[config.mk]
export PLATFORM = sky130hd
export DESIGN_NAME = hazard_unit
export DESIGN_NICKNAME = d
export VERILOG_FILES = /design/src/rtl/hazard_unit.sv
export SDC_FILE = /design/constraint.sdc
export NUM_CORES = 1
export LEC_CHECK = 0
export CAP_MARGIN = 20
export CORE_MARGIN = 8
export CORE_UTILIZATION = 40
export DETAILED_ROUTE_END_ITERATION = 8
export PLACE_DENSITY_LB_ADDON = 0.05
export SLEW_MARGIN = 5
export SYNTH_ARGS = -nofsm -noshare
export SYNTH_HDL_FRONTEND = slang
export SYNTH_SLANG_ARGS = --single-unit
[constraint.sdc]
create_clock -name clk -period 2.2 [get_ports clk]
set_input_delay 0.22 -clock clk [delete_from_list [all_inputs] [get_ports clk]]
set_output_delay 0.22 -clock clk [all_outputs]
set_load 0.03 [all_outputs]
[src/rtl/hazard_unit.sv]
// Hazard controller for the 5-stage ARM pipeline: forwarding selects, stall/flush controls,
// a private E/M/W shadow of the hazard-relevant control bits and saturating event counters.
module hazard_unit #(
  parameter int unsigned CNT_W = 16
) (
  input  logic             clk,
  input  logic             reset,
  input  logic             Match_1E_M,
  input  logic             Match_1E_W,
  input  logic             Match_2E_M,
  input  logic             Match_2E_W,
  input  logic             Match_12D_E,
  input  logic             RegWriteD,
  input  logic             MemtoRegD,
  input  logic             PCSrcD,
  input  logic             CondExE,
  input  logic             BranchTakenE,
  input  logic             ClrCnt,
  output logic [1:0]       ForwardAE,
  output logic [1:0]       ForwardBE,
  output logic             StallF,
  output logic             StallD,
  output logic             FlushD,
  output logic             FlushE,
  output logic [CNT_W-1:0] LdStallCnt,
  output logic [CNT_W-1:0] BrFlushCnt
);

  localparam logic [1:0] FwdRd1    = 2'b00;
  localparam logic [1:0] FwdResult = 2'b01;
  localparam logic [1:0] FwdAluOut = 2'b10;

  localparam logic [CNT_W-1:0] CntMax = {CNT_W{1'b1}};

  // Shadow pipeline of control bits
  logic reg_write_e, mem_to_reg_e, pc_src_e;
  logic reg_write_m, mem_to_reg_m, pc_src_m;
  logic reg_write_w, pc_src_w;

  logic ld_stall;
  logic pc_wr_pending;

  logic [CNT_W-1:0] ld_stall_cnt_q, ld_stall_cnt_d;
  logic [CNT_W-1:0] br_flush_cnt_q, br_flush_cnt_d;

  // Forwarding: the M-stage result is younger than W, so it wins when both match
  always_comb begin
    ForwardAE = FwdRd1;
    if (Match_1E_M && reg_write_m) begin
      ForwardAE = FwdAluOut;
    end else if (Match_1E_W && reg_write_w) begin
      ForwardAE = FwdResult;
    end
  end

  always_comb begin
    ForwardBE = FwdRd1;
    if (Match_2E_M && reg_write_m) begin
      ForwardBE = FwdAluOut;
    end else if (Match_2E_W && reg_write_w) begin
      ForwardBE = FwdResult;
    end
  end

  always_comb begin
    ld_stall      = Match_12D_E & mem_to_reg_e & reg_write_e;
    pc_wr_pending = PCSrcD | pc_src_e | pc_src_m;
    StallF        = ld_stall | pc_wr_pending;
    StallD        = ld_stall;
    FlushD        = pc_wr_pending | pc_src_w | BranchTakenE;
    FlushE        = ld_stall | BranchTakenE;
  end

  // E bits are never held by StallD: a load-use stall always flushes E instead
  always_ff @(posedge clk or posedge reset) begin
    if (reset) begin
      reg_write_e  <= 1'b0;
      mem_to_reg_e <= 1'b0;
      pc_src_e     <= 1'b0;
    end else if (FlushE) begin
      reg_write_e  <= 1'b0;
      mem_to_reg_e <= 1'b0;
      pc_src_e     <= 1'b0;
    end else begin
      reg_write_e  <= RegWriteD;
      mem_to_reg_e <= MemtoRegD;
      pc_src_e     <= PCSrcD;
    end
  end

  // Writes from a failed-condition instruction are squashed on entry to M
  always_ff @(posedge clk or posedge reset) begin
    if (reset) begin
      reg_write_m  <= 1'b0;
      mem_to_reg_m <= 1'b0;
      pc_src_m     <= 1'b0;
      reg_write_w  <= 1'b0;
      pc_src_w     <= 1'b0;
    end else begin
      reg_write_m  <= reg_write_e & CondExE;
      mem_to_reg_m <= mem_to_reg_e;
      pc_src_m     <= pc_src_e & CondExE;
      reg_write_w  <= reg_write_m;
      pc_src_w     <= pc_src_m;
    end
  end

  always_comb begin
    ld_stall_cnt_d = ld_stall_cnt_q;
    br_flush_cnt_d = br_flush_cnt_q;
    if (ClrCnt) begin
      ld_stall_cnt_d = '0;
      br_flush_cnt_d = '0;
    end else begin
      if (ld_stall && (ld_stall_cnt_q != CntMax)) begin
        ld_stall_cnt_d = ld_stall_cnt_q + 1'b1;
      end
      if (BranchTakenE && (br_flush_cnt_q != CntMax)) begin
        br_flush_cnt_d = br_flush_cnt_q + 1'b1;
      end
    end
  end

  always_ff @(posedge clk or posedge reset) begin
    if (reset) begin
      ld_stall_cnt_q <= '0;
      br_flush_cnt_q <= '0;
    end else begin
      ld_stall_cnt_q <= ld_stall_cnt_d;
      br_flush_cnt_q <= br_flush_cnt_d;
    end
  end

  assign LdStallCnt = ld_stall_cnt_q;
  assign BrFlushCnt = br_flush_cnt_q;

  // MemtoRegM is tracked for completeness of the shadow pipeline but drives no output
  logic unused_mem_to_reg_m;
  assign unused_mem_to_reg_m = mem_to_reg_m;

endmodule

==> results.md, run 1 <==
- For this run, the total global-route usage over all layers was measured as between 10 and 15%.
- The maximum operating frequency is 499 MHz.
- The H-tree depth is 2.
- For the worst-skew pair, the clock arrives at the later sink with an insertion delay of between 0.2 and 0.3 ns.
- The portion of the post-synthesis area used by sequential elements is 47.1%.
- A synthesized cell averages 9.38 um^2.
- Adding up every negative setup slack in the final design gives 0 ns.
- Once the clock tree was built, the setup fixing pass inserted 0 buffers.
- The synthesized netlist contains 37 unique library cells.
- STA puts the critical path data required time at 1.98 ns.
- Wires add up to 5200 um.
- The number of synthesized flops with an enable pin is 0.
- Setup repair after global routing left no endpoint under its margin.
- The total iterations of the first detailed-routing run is 4.
- The via count of the first global-routing pass is 1810.
- After detailed routing, the number of remaining DRC violations is 0.
- Dividing total power by cell area gives a power density of 490 mW/mm^2.
- On the final layout, the worst clock skew is approximately 0.006 ns.
- Leaving out fill and tap cells, the most frequent cell in the layout is sky130_fd_sc_hd__clkdlybuf4s50_1.
- The number of synthesized register bits is 39.
- The detailed-placement wirelength estimate is 3850 um.
- The analysis attributes to cell leakage a power of 1.13 nW.
- In this run the vertical extent of the chip is 88.0 um.
- After detailed routing, the average wire length per cell comes to roughly 15 um.
- The aggregate global routing overflow is 0.
- The final-report max-slew violation count came to 0.
- The placeable core region is 0.00504 mm^2.
- For this run, asynchronously set or reset flops after synthesis account for 100%.
- TritonCTS created 5 clock buffers.
- The total I/O pin count is 53.
- The final number of setup-violating endpoints is 0.
- The number of antenna violations at the first check in global routing is 0.
- In the layout the commonest cells are 52 x sky130_fd_sc_hd__clkdlybuf4s50_1, 39 x sky130_fd_sc_hd__dfrtp_1, 19 x sky130_fd_sc_hd__a21oi_1.
- The wire length of the first global-routing pass is 8620 um.
- The worst path in the final design needs a cycle of roughly 2 ns, including I/O delays and setup.
- The gate count after technology mapping is 221.
- The largest net degree at the start of global routing is 40.
- The detailed router's first-iteration violation count is 89.
- The kind of critical path is in2out.
- The floorplan has 26 rows.
- The final critical-path share of the clock period is 91.1%.
- For this block, the via count after detailed routing is 1933.
- The worst-case vdd ir drop is 0.248 mV.
- TritonCTS built the clock tree.
- The prevailing post-synth register cell is sky130_fd_sc_hd__dfrtp_1.
- The number of placed instances, taps included is 344.
- The total of max-cap violations is 0.
- The worst setup path is captured at a primary output.
- At the pin with the least slew margin, the transition time is ~0.50 ns.
- The average vias per placed instance is roughly 5.5.
- Compared with the post-synthesis result, the final layout area differs by 36.1%.
- The type of origin of the critical path is an input pin.
- The path class of the tightest hold or removal check is in2async.
- The clock drives 39 sinks.
- Data on the critical path arrives at its endpoint at 1.78 ns.
- Routability-driven placement finished with a final weighted congestion of around 0.86.
- The number of nets produced by synthesis is 236.
- The clock input transition at the sequential cells of the worst setup and hold paths is 0.07 ns.
- The ratio of cells with drive above 1 in the final layout is 8.87%.
- In this run the horizontal extent of the chip is 88.0 um.
- The total count of hold-check failures in the final report is 0.
- Clock tree synthesis selected as its root buffer the cell sky130_fd_sc_hd__clkbuf_8.
- In this run the worst path has a maximum fanout of 4.
- The finished layout holds ~350 standard cells, fillers aside.
- The initial standard-cell utilization of the core is 41.1%.
- The flow ran to the end, and the final reports show no timing, DRC or antenna violations.
- The number of buffers inserted by port buffering is 52.
- The synthesized cell area is 0.00207 mm^2.
- The largest buffer count on any clock path is 2.
- At the end of the flow, the number of nets in the layout was 296.
- The total die area is 0.00774 mm^2.
- The number of gates resized after CTS was 0.
- The number of antenna repair diodes is 0.
- Buffers inserted to repair hold after CTS numbered 0.
- Yosys printed 0 warnings.
- The remaining antenna violation count is 0.
- The worst reg-to-reg path cell count is 4.
- The max-slew headroom at the worst pin is 66.4%.
## kinds of logic (layout without fill, tap and decap cells)
| family | after synthesis | after routing | share of synthesized area [%] |
|---|---|---|---|
| buffers and inverters | 18 | 79 | 3.38 |
| DFF | 39 | 39 | 47.1 |
| AOI/OAI and AO/OA | 47 | 47 | 14.0 |
| adders and majority gates | 2 | 2 | 1.21 |
| muxes | 7 | 7 | 3.68 |
| xor gates and xnor gates | 1 | 1 | 0.423 |
| and+or+nand+nor | 107 | 107 | 30.2 |
## final cells by class
class                           instances  area, um^2
Clock buffer                            8         100
Fill cell                             480        2220
Inverter                                9        33.8
Multi-Input combinational cell        164        1030
Sequential cell                        39         976
Tap cell                               70        87.6
Timing Repair Buffer                   62         596
## metal layers
metal  track usage, %  vias to the layer above  wire [um]
met2             23.3                       33       2530
met5                0                        -          0
met1             17.1                      948       2400
met4             3.28                        0         23
met3             4.78                        2        253
li1                 -                      950          -
## state kept, by name, summed over array words and instances, names as in the netlist
signal / cells
BrFlushCnt: 16
LdStallCnt: 16
pc_src_e: 1
pc_src_w: 1
reg_write_m: 1
reg_write_w: 1
pc_src_m: 1
mem_to_reg_e: 1
reg_write_e: 1
## metrics by stage
step | area [um^2] | total power [mW] | util, % | hold WS, ns | worst slack, ns
after floorplan | 2070 | 0.809 | - | 0.349 | 0.250
after global placement | 2720 | 0.869 | 53.9 | 0.369 | 0.141
after detailed placement | 2720 | 0.869 | 53.9 | 0.373 | 0.121
after CTS | 2820 | 1.41 | 55.9 | 0.369 | 0.168
after global routing | 2820 | 1.45 | 55.9 | 0.398 | 0.0786
final | 2820 | 1.38 | 55.9 | 0.351 | 0.196
## worst paths after layout
kind                            slack [ns]          start        endpoint
worst max register to register        0.25  LdStallCnt[2]  LdStallCnt[11]
worst max-delay path                  0.20    Match_12D_E          FlushE
worst min-delay path                  0.35          reset   BrFlushCnt[5]
worst min register to register        0.38       pc_src_m        pc_src_w
min in group clk                      0.38       pc_src_m        pc_src_w
max in group asynchronous             1.50          reset   BrFlushCnt[3]
## power breakdown
| part | internal, mW | leakage (nW) | switching (mW) |
|---|---|---|---|
| combinational | 0.0517 | 0.541 | 0.0658 |
| clock | 0.286 | 0.0515 | 0.243 |
| sequential | 0.726 | 0.538 | 0.00835 |
| total | 1.06 | 1.13 | 0.318 |
## cells in the mapped netlist (3+ instances only)
| library cell | count | area, um^2 |
|---|---|---|
| sky130_fd_sc_hd__mux2_2 | 4 | 45.0 |
| sky130_fd_sc_hd__a311oi_1 | 3 | 26.3 |
| sky130_fd_sc_hd__nand3_1 | 10 | 50.1 |
| sky130_fd_sc_hd__a21oi_1 | 19 | 95.1 |
| sky130_fd_sc_hd__or4_1 | 7 | 52.6 |
| sky130_fd_sc_hd__nor2b_1 | 8 | 50.1 |
| sky130_fd_sc_hd__o31ai_1 | 7 | 52.6 |
| sky130_fd_sc_hd__inv_1 | 9 | 33.8 |
| sky130_fd_sc_hd__nand4_1 | 10 | 62.6 |
| sky130_fd_sc_hd__nand2_1 | 14 | 52.6 |
| sky130_fd_sc_hd__and4_1 | 4 | 35.0 |
| sky130_fd_sc_hd__dfrtp_1 | 39 | 976 |
| sky130_fd_sc_hd__or3_1 | 9 | 56.3 |
| sky130_fd_sc_hd__o41ai_1 | 3 | 26.3 |
| sky130_fd_sc_hd__nor3_1 | 7 | 35.0 |
| sky130_fd_sc_hd__nor4_1 | 3 | 18.8 |
| sky130_fd_sc_hd__clkbuf_1 | 7 | 26.3 |
| sky130_fd_sc_hd__and2_1 | 7 | 43.8 |
| sky130_fd_sc_hd__nor2_1 | 16 | 60.1 |
| sky130_fd_sc_hd__a31oi_1 | 3 | 18.8 |
| sky130_fd_sc_hd__o21ai_0 | 9 | 45.0 |
## critical path: stages
cell and delay (ns):
sky130_fd_sc_hd__clkdlybuf4s50_1 0.48, sky130_fd_sc_hd__nand3_1 0.14, sky130_fd_sc_hd__inv_1 0.15, sky130_fd_sc_hd__nor2_1 0.08, sky130_fd_sc_hd__inv_1 0.06, sky130_fd_sc_hd__clkdlybuf4s50_1 0.66
No activity file was read; power rests on OpenSTA's default activity.
==> run 2, diff against run 1 <==
==> constraint.sdc (replaced) <==
create_clock -name clk -period 2.36 [get_ports clk]
set_input_delay 0.472 -clock clk [delete_from_list [all_inputs] [get_ports clk]]
set_output_delay 0.472 -clock clk [all_outputs]
set_load 0.03 [all_outputs]
==> results.md, run 2 (same netlist as run 1, synthesis figures left out) <==
- The worst-case vdd ir drop is 0.356 mV (+44%).
- The largest net degree at the start of global routing was 40 (unchanged).
- The instance area after placement was 0.00271 mm^2 (-0.37%).
- The number of buffers created by CTS was 5 (unchanged).
- The via count is 1909 (-1.2%).
- The number of gates resized after CTS is 0 (unchanged).
- The detailed router's first-iteration violation count is 95 (+6.7%).
- The total I/O pin count came to 53 (unchanged).
- The maximum operating frequency is approximately 440 MHz.
- The total count of hold-check failures in the final report was 0 (unchanged).
- The number of buffers inserted by port buffering is 52 (unchanged).
- The leading cell type in the layout, fill and taps excluded is sky130_fd_sc_hd__clkdlybuf4s50_1.
- TritonCTS built the clock tree.
- The ratio of cells with drive above 1 in the final layout came to 10.3% (+1.4 points).
- The max-slew headroom at the worst pin was 66.5% (+0.083 points).
- The detailed-placement wirelength estimate came to 3800 um (-1.2%).
- The minimum setup slack in the final design was 0.0740 ns (-0.122 ns).
- The endpoint of the worst-slack reg-to-reg timing path is LdStallCnt[11].
- The number of antenna repair diodes is 0 (unchanged).
- The finished layout cell area is 0.00284 mm^2 (+0.80%).
- STA classifies the critical path endpoint as a primary output.
- The number of antenna violations at the first check in global routing is 0 (unchanged).
- The worst reg-to-reg path cell count is 4 (unchanged).
- The largest fanout on the critical path came to 2 (-2).
- The reg-to-reg critical path startpoint is LdStallCnt[2].
- Counting instances, the worst hold path has a depth of 0.
- The post-layout total power is 1.46 mW (+5.4%).
- The H-tree depth is 2 (unchanged).
- The clock input transition at the sequential cells of the worst setup and hold paths is 0.08 ns (about the same).
- The placeable core region came to 0.00504 mm^2 (unchanged).
- The worst endpoint required time was 1.89 ns (-0.09 ns).
- The arrival time of the worst setup path is 1.81 ns (+0.03 ns).
- Counting I/O delays and the setup requirement, the final critical path takes about 2.3 ns.
- The post-layout net count is 296 (unchanged).
- The vertical die dimension is 88.0 um (unchanged).
- The number of standard cells in the layout, taps in and fillers out came to 352 (unchanged).
- The wire length of the first global-routing pass came to 8800 um (+2.2%).
- The type of origin of the critical path is an input pin.
- The overall routing resource usage came to 14.3% (+0.18 points).
- The average vias per placed instance is 5.42 (-1.2%).
- The standard-cell row count is 26 (unchanged).
- The post-CTS setup buffer count is 0 (unchanged).
- The critical hold path startpoint is pc_src_m.
- Setup repair after global routing left no endpoint under its margin.
- The die extent in x was 88.0 um (unchanged).
- The aggregate global routing overflow was 0 (unchanged).
- The run finished with clean final reports.
- The final-report max-slew violation count is 0 (unchanged).
- The last weighted congestion value of the routability-driven placer is 0.845 (-1.4%).
- The power density over the cells is 512 mW/mm^2 (+4.5%).
- The detailed-route wire length per cell was 14.9 um (+0.87%).
- The register-to-register setup slack is 0.37 ns (+0.12 ns).
- The total iterations of the first detailed-routing run came to 4 (unchanged).
- The utilization after layout is 56.4% (+0.45 points).
- The post-route worst hold slack is 0.382 ns (+0.0310 ns).
- The remaining antenna violation count is 0 (unchanged).
- The top cell types in the final layout, fill and taps aside, are 48 x sky130_fd_sc_hd__clkdlybuf4s50_1, 39 x sky130_fd_sc_hd__dfrtp_1, 19 x sky130_fd_sc_hd__a21oi_1.
- The kind of critical path is in2out.
- The cts-stage hold buffer count was 0 (unchanged).
- The type of the most critical hold path is reg2reg.
- The area growth from synthesis to layout is 37.1%.
- The path with the worst hold slack has its endpoint at pc_src_w.
- The initial standard-cell utilization of the core is 41.1% (unchanged).
- The final-layout setup total negative slack is 0 ns (unchanged).
- The final worst clock skew is 0.00652 ns (+0.000512 ns).
- The number of design rule violations left after detail routing is 0 (unchanged).
- The total die area came to 0.00774 mm^2 (unchanged).
- The number of placed instances, taps included was 344 (unchanged).
- The latest clock arrival within the worst-skew pair is 0.29 ns (about the same).
- The transition at the pin with the smallest max-transition slack is 0.496 ns (-0.00123 ns).
- The number of clock sinks is 39 (unchanged).
- The post-place setup slack is 0.0179 ns (-0.103 ns).
- The via count of the first global-routing pass is 1850 (+2.2%).
- The total of max-cap violations is 0 (unchanged).
- Clock tree synthesis selected as its root buffer the cell sky130_fd_sc_hd__clkbuf_8.
- The final number of setup-violating endpoints was 0 (unchanged).
- The final wirelength is 5240 um (+0.87%).
- The largest buffer count on any clock path is 2 (unchanged).
- The static leakage was 1.15 nW (+1.5%).
- In the finished design, the share of the clock period the worst path needs comes to between 90% and 100%.
-- run 2: cell types whose count changed in the layout (fill, tap and decap cells not counted) --
cell and change:
sky130_fd_sc_hd__clkbuf_8 -2, sky130_fd_sc_hd__buf_4 +4, sky130_fd_sc_hd__clkdlybuf4s50_1 -4, sky130_fd_sc_hd__bufinv_16 +2
-- run 2: how the worst max path moves through the flow --
stage / from / endpoint / slack, ns
after floorplan: LdStallCnt[3] / LdStallCnt[11] / 0.41
after global placement: Match_12D_E / LdStallCnt[11] / 0.09
after detailed placement: Match_12D_E / LdStallCnt[11] / 0.02
after CTS: Match_2E_M / ForwardBE[0] / 0.07
after global routing: Match_2E_M / ForwardBE[0] / 0.01
final: Match_2E_M / ForwardBE[0] / 0.07
-- run 2: where the power goes --
part	total (mW)	leakage (nW)	internal [mW]	switching, mW
Clock	0.664	0.0654	0.423	0.241
Sequential	0.684	0.538	0.677	0.00770
Combinational	0.108	0.545	0.0469	0.0610
Total	1.46	1.15	1.15	0.309
-- run 2: metal layers --
layer | global-route usage, % | wire length, um
met1 | 17.2 | 2430
met2 | 24.1 | 2490
met3 | 4.13 | 281
met4 | 3.75 | 41
met5 | 0 | 0
-- run 2: worst max-delay path: stages --
cell	delay, ns
sky130_fd_sc_hd__clkdlybuf4s50_1	0.40
sky130_fd_sc_hd__and2_1	0.17
sky130_fd_sc_hd__nor2_1	0.10
sky130_fd_sc_hd__clkdlybuf4s50_1	0.67
-- run 2: area by class of cell --
class	instances	area [um^2]
inverter	9	33.8
timing repair buffer	62	586
fill	475	2200
clock buffer	6	72.6
multi-input combinational	164	1030
tap	70	87.6
sequential	39	976
clock inverter	2	60.1
==> run 3, diff against run 2 <==
Settings changed: SETUP_SLACK_MARGIN set to 0.3.
==> results.md, run 3 (same netlist as run 1, synthesis figures left out) <==
- The detailed-route wire length per cell came to 14.9 um (-0.27%).
- The finished layout cell area is 0.00286 mm^2 (+0.79%).
- The time the final worst path needs with I/O delays and setup is 2.00 ns (-0.287 ns).
- The path class of the tightest hold or removal check is reg2reg.
- The number of antenna violations at the first check in global routing is 0 (unchanged).
- The die extent in x is 88.0 um (unchanged).
- The largest fanout on the critical path came to 6 (+4).
- The number of buffers inserted by port buffering is 52 (unchanged).
- The largest buffer count on any clock path came to 2 (unchanged).
- The final-report max-slew violation count is 0 (unchanged).
- The via count is 1913 (+0.21%).
- The post-layout net count is 296 (unchanged).
- The remaining antenna violation count is 0 (unchanged).
- The detailed-placement wirelength estimate is 3800 um (unchanged).
- The reg-to-reg critical path startpoint is LdStallCnt[2].
- The total of max-cap violations is 0 (unchanged).
- The maximum operating frequency came to 500 MHz (+14%).
- The wire length of the first global-routing pass was 8820 um (+0.16%).
- In this run the most critical hold path is launched from pc_src_m.
- The total count of hold-check failures in the final report is 0 (unchanged).
- Traced cell by cell, the critical path runs through clkdlybuf4s50_1 -> nand3_2 -> buf_6 -> inv_4 -> nor2_4 -> inv_1 -> buf_4.
- The standard-cell row count is 26 (unchanged).
- The total I/O pin count came to 53 (unchanged).
- After global routing, the most crowded layer is met2.
- The global-route track usage on met3 came to 4.13% (unchanged).
- The most critical setup path has its startpoint at Match_12D_E.
- The minimum setup slack in the final design came to 0.361 ns (+0.287 ns).
- The number of clock sinks is 39 (unchanged).
- The last weighted congestion value of the routability-driven placer came to 0.845 (unchanged).
- The number of gates resized after CTS came to 8 (+8).
- The met1 global-route usage came to 17.3% (+0.11 points).
- The total die area is 0.00774 mm^2 (unchanged).
- The number of buffers created by CTS is 5 (unchanged).
- The clock input transition at the sequential cells of the worst setup and hold paths is 0.08 ns (about the same).
- The transition at the pin with the smallest max-transition slack is 0.483 ns (-0.0135 ns).
- The number of design rule violations left after detail routing is 0 (unchanged).
- The average vias per placed instance is 5.43 (+0.21%).
- The cts-stage hold buffer count was 0 (unchanged).
- The library cell used most frequently in the layout, excluding fill and tap cells, is sky130_fd_sc_hd__clkdlybuf4s50_1.
- The detailed router's first-iteration violation count came to 90 (-5.3%).
- The delay contributed by the slowest stage of the critical path is 0.49 ns (-0.18 ns).
- The final wirelength is 5230 um (-0.27%).
- The final worst clock skew is 0.00674 ns (+0.000215 ns).
- The CTS tree is built.
- The aggregate global routing overflow is 0 (unchanged).
- The via count of the first global-routing pass is 1849 (-0.054%).
- The worst-case vdd ir drop is 0.357 mV (about the same).
- The worst endpoint required time came to 1.89 ns (about the same).
- The top cell types in the final layout, fill and taps aside, are 43 x sky130_fd_sc_hd__clkdlybuf4s50_1, 39 x sky130_fd_sc_hd__dfrtp_1, 19 x sky130_fd_sc_hd__a21oi_1.
- The post-place setup slack was 0.0179 ns (unchanged).
- The largest net degree at the start of global routing is 40 (unchanged).
- The slowest stage of the critical path belongs to the cell sky130_fd_sc_hd__clkdlybuf4s50_1.
- The utilization after layout is 56.8% (+0.45 points).
- The fraction of met2 tracks used by global routing is 23.9% (-0.14 points).
- The initial standard-cell utilization of the core is 41.1% (unchanged).
- The total iterations of the first detailed-routing run is 4 (unchanged).
- The critical path capture point type is a primary output.
- Relative to the synthesized area, the layout overhead comes to 38.2%.
- The instance area after placement is 0.00271 mm^2 (unchanged).
- The vertical die dimension is 88.0 um (unchanged).
- The overall routing resource usage is 14.3% (unchanged).
- The power density over the cells is 509 mW/mm^2 (-0.60%).
- The type of origin of the critical path is an input pin.
- The final-layout setup total negative slack was 0 ns (unchanged).
- The max-slew headroom at the worst pin is 67.4% (+0.91 points).
- The final critical-path share of the clock period is 84.7% (-12 points).
- The static leakage came to 1.18 nW (+3.1%).
- The latest clock arrival within the worst-skew pair is 0.29 ns (about the same).
- The final number of setup-violating endpoints is 0 (unchanged).
- The run finished with clean final reports.
- The H-tree depth is 2 (unchanged).
- The placeable core region came to 0.00504 mm^2 (unchanged).
- The number of antenna repair diodes was 0 (unchanged).
- The kind of critical path is in2out.
- The post-CTS setup buffer count was 0 (unchanged).
- In this design, the largest share of critical-path delay is due to buffers and inverters.
- In this run the clock root is driven by a sky130_fd_sc_hd__clkbuf_8.
- The arrival time of the worst setup path is 1.53 ns (-0.28 ns).
- The number of buffers and inverters on the critical path is 5 (+3).
- Setup repair after global routing left no endpoint under its margin.
- The ratio of cells with drive above 1 in the final layout was 11.7% (+1.4 points).
run 3: layer usage:
layer	share of wire [%]	wire length, um
met4	0.80	42
met1	46	2400
met5	0	0
met2	48	2510
met3	5.2	271
run 3: worst paths after layout:
kind                            cells past startpoint             end  slack, ns
worst min register to register                      0        pc_src_w       0.38
worst min-delay path                                0        pc_src_w       0.38
worst max-delay path                                7          FlushE       0.36
max in group asynchronous                           3   BrFlushCnt[3]       1.42
worst max register to register                      4  LdStallCnt[11]       0.47
min in group asynchronous                           3  BrFlushCnt[10]       0.59
run 3: power breakdown:
group,internal (mW),switching (mW),leakage [nW],total [mW]
clock,0.423,0.242,0.0654,0.665
combinational,0.0467,0.0619,0.580,0.109
sequential,0.677,0.00806,0.538,0.685
total,1.15,0.312,1.18,1.46
run 3: worst register-to-register path: stages (launching register included):
cell and delay [ns]:
sky130_fd_sc_hd__dfrtp_1 0.47, sky130_fd_sc_hd__nand4_2 0.22, sky130_fd_sc_hd__or3_4 0.48, sky130_fd_sc_hd__nor4_1 0.24
sky130_fd_sc_hd__mux2_2 0.37
run 3: per-stage QoR:
| stage | total power, mW | hold WS [ns] | std cells |
|---|---|---|---|
| 3_3_place_gp | 0.808 | 0.365 | 344 |
| 5_1_grt | 1.51 | 0.391 | 352 |
| 6_report | 1.46 | 0.382 | 352 |
| 3_5_place_dp | 0.808 | 0.366 | 344 |
| 2_1_floorplan | 0.754 | 0.355 | 221 |
| 4_1_cts | 1.48 | 0.384 | 352 |
run 3: cell type report:
cell class | instances | area (um^2)
inverter | 9 | 36.3
clock buffer | 6 | 72.6
sequential | 39 | 976
multi-input combinational | 164 | 1040
fill | 472 | 2180
clock inverter | 2 | 60.1
timing repair buffer | 62 | 588
tap | 70 | 87.6
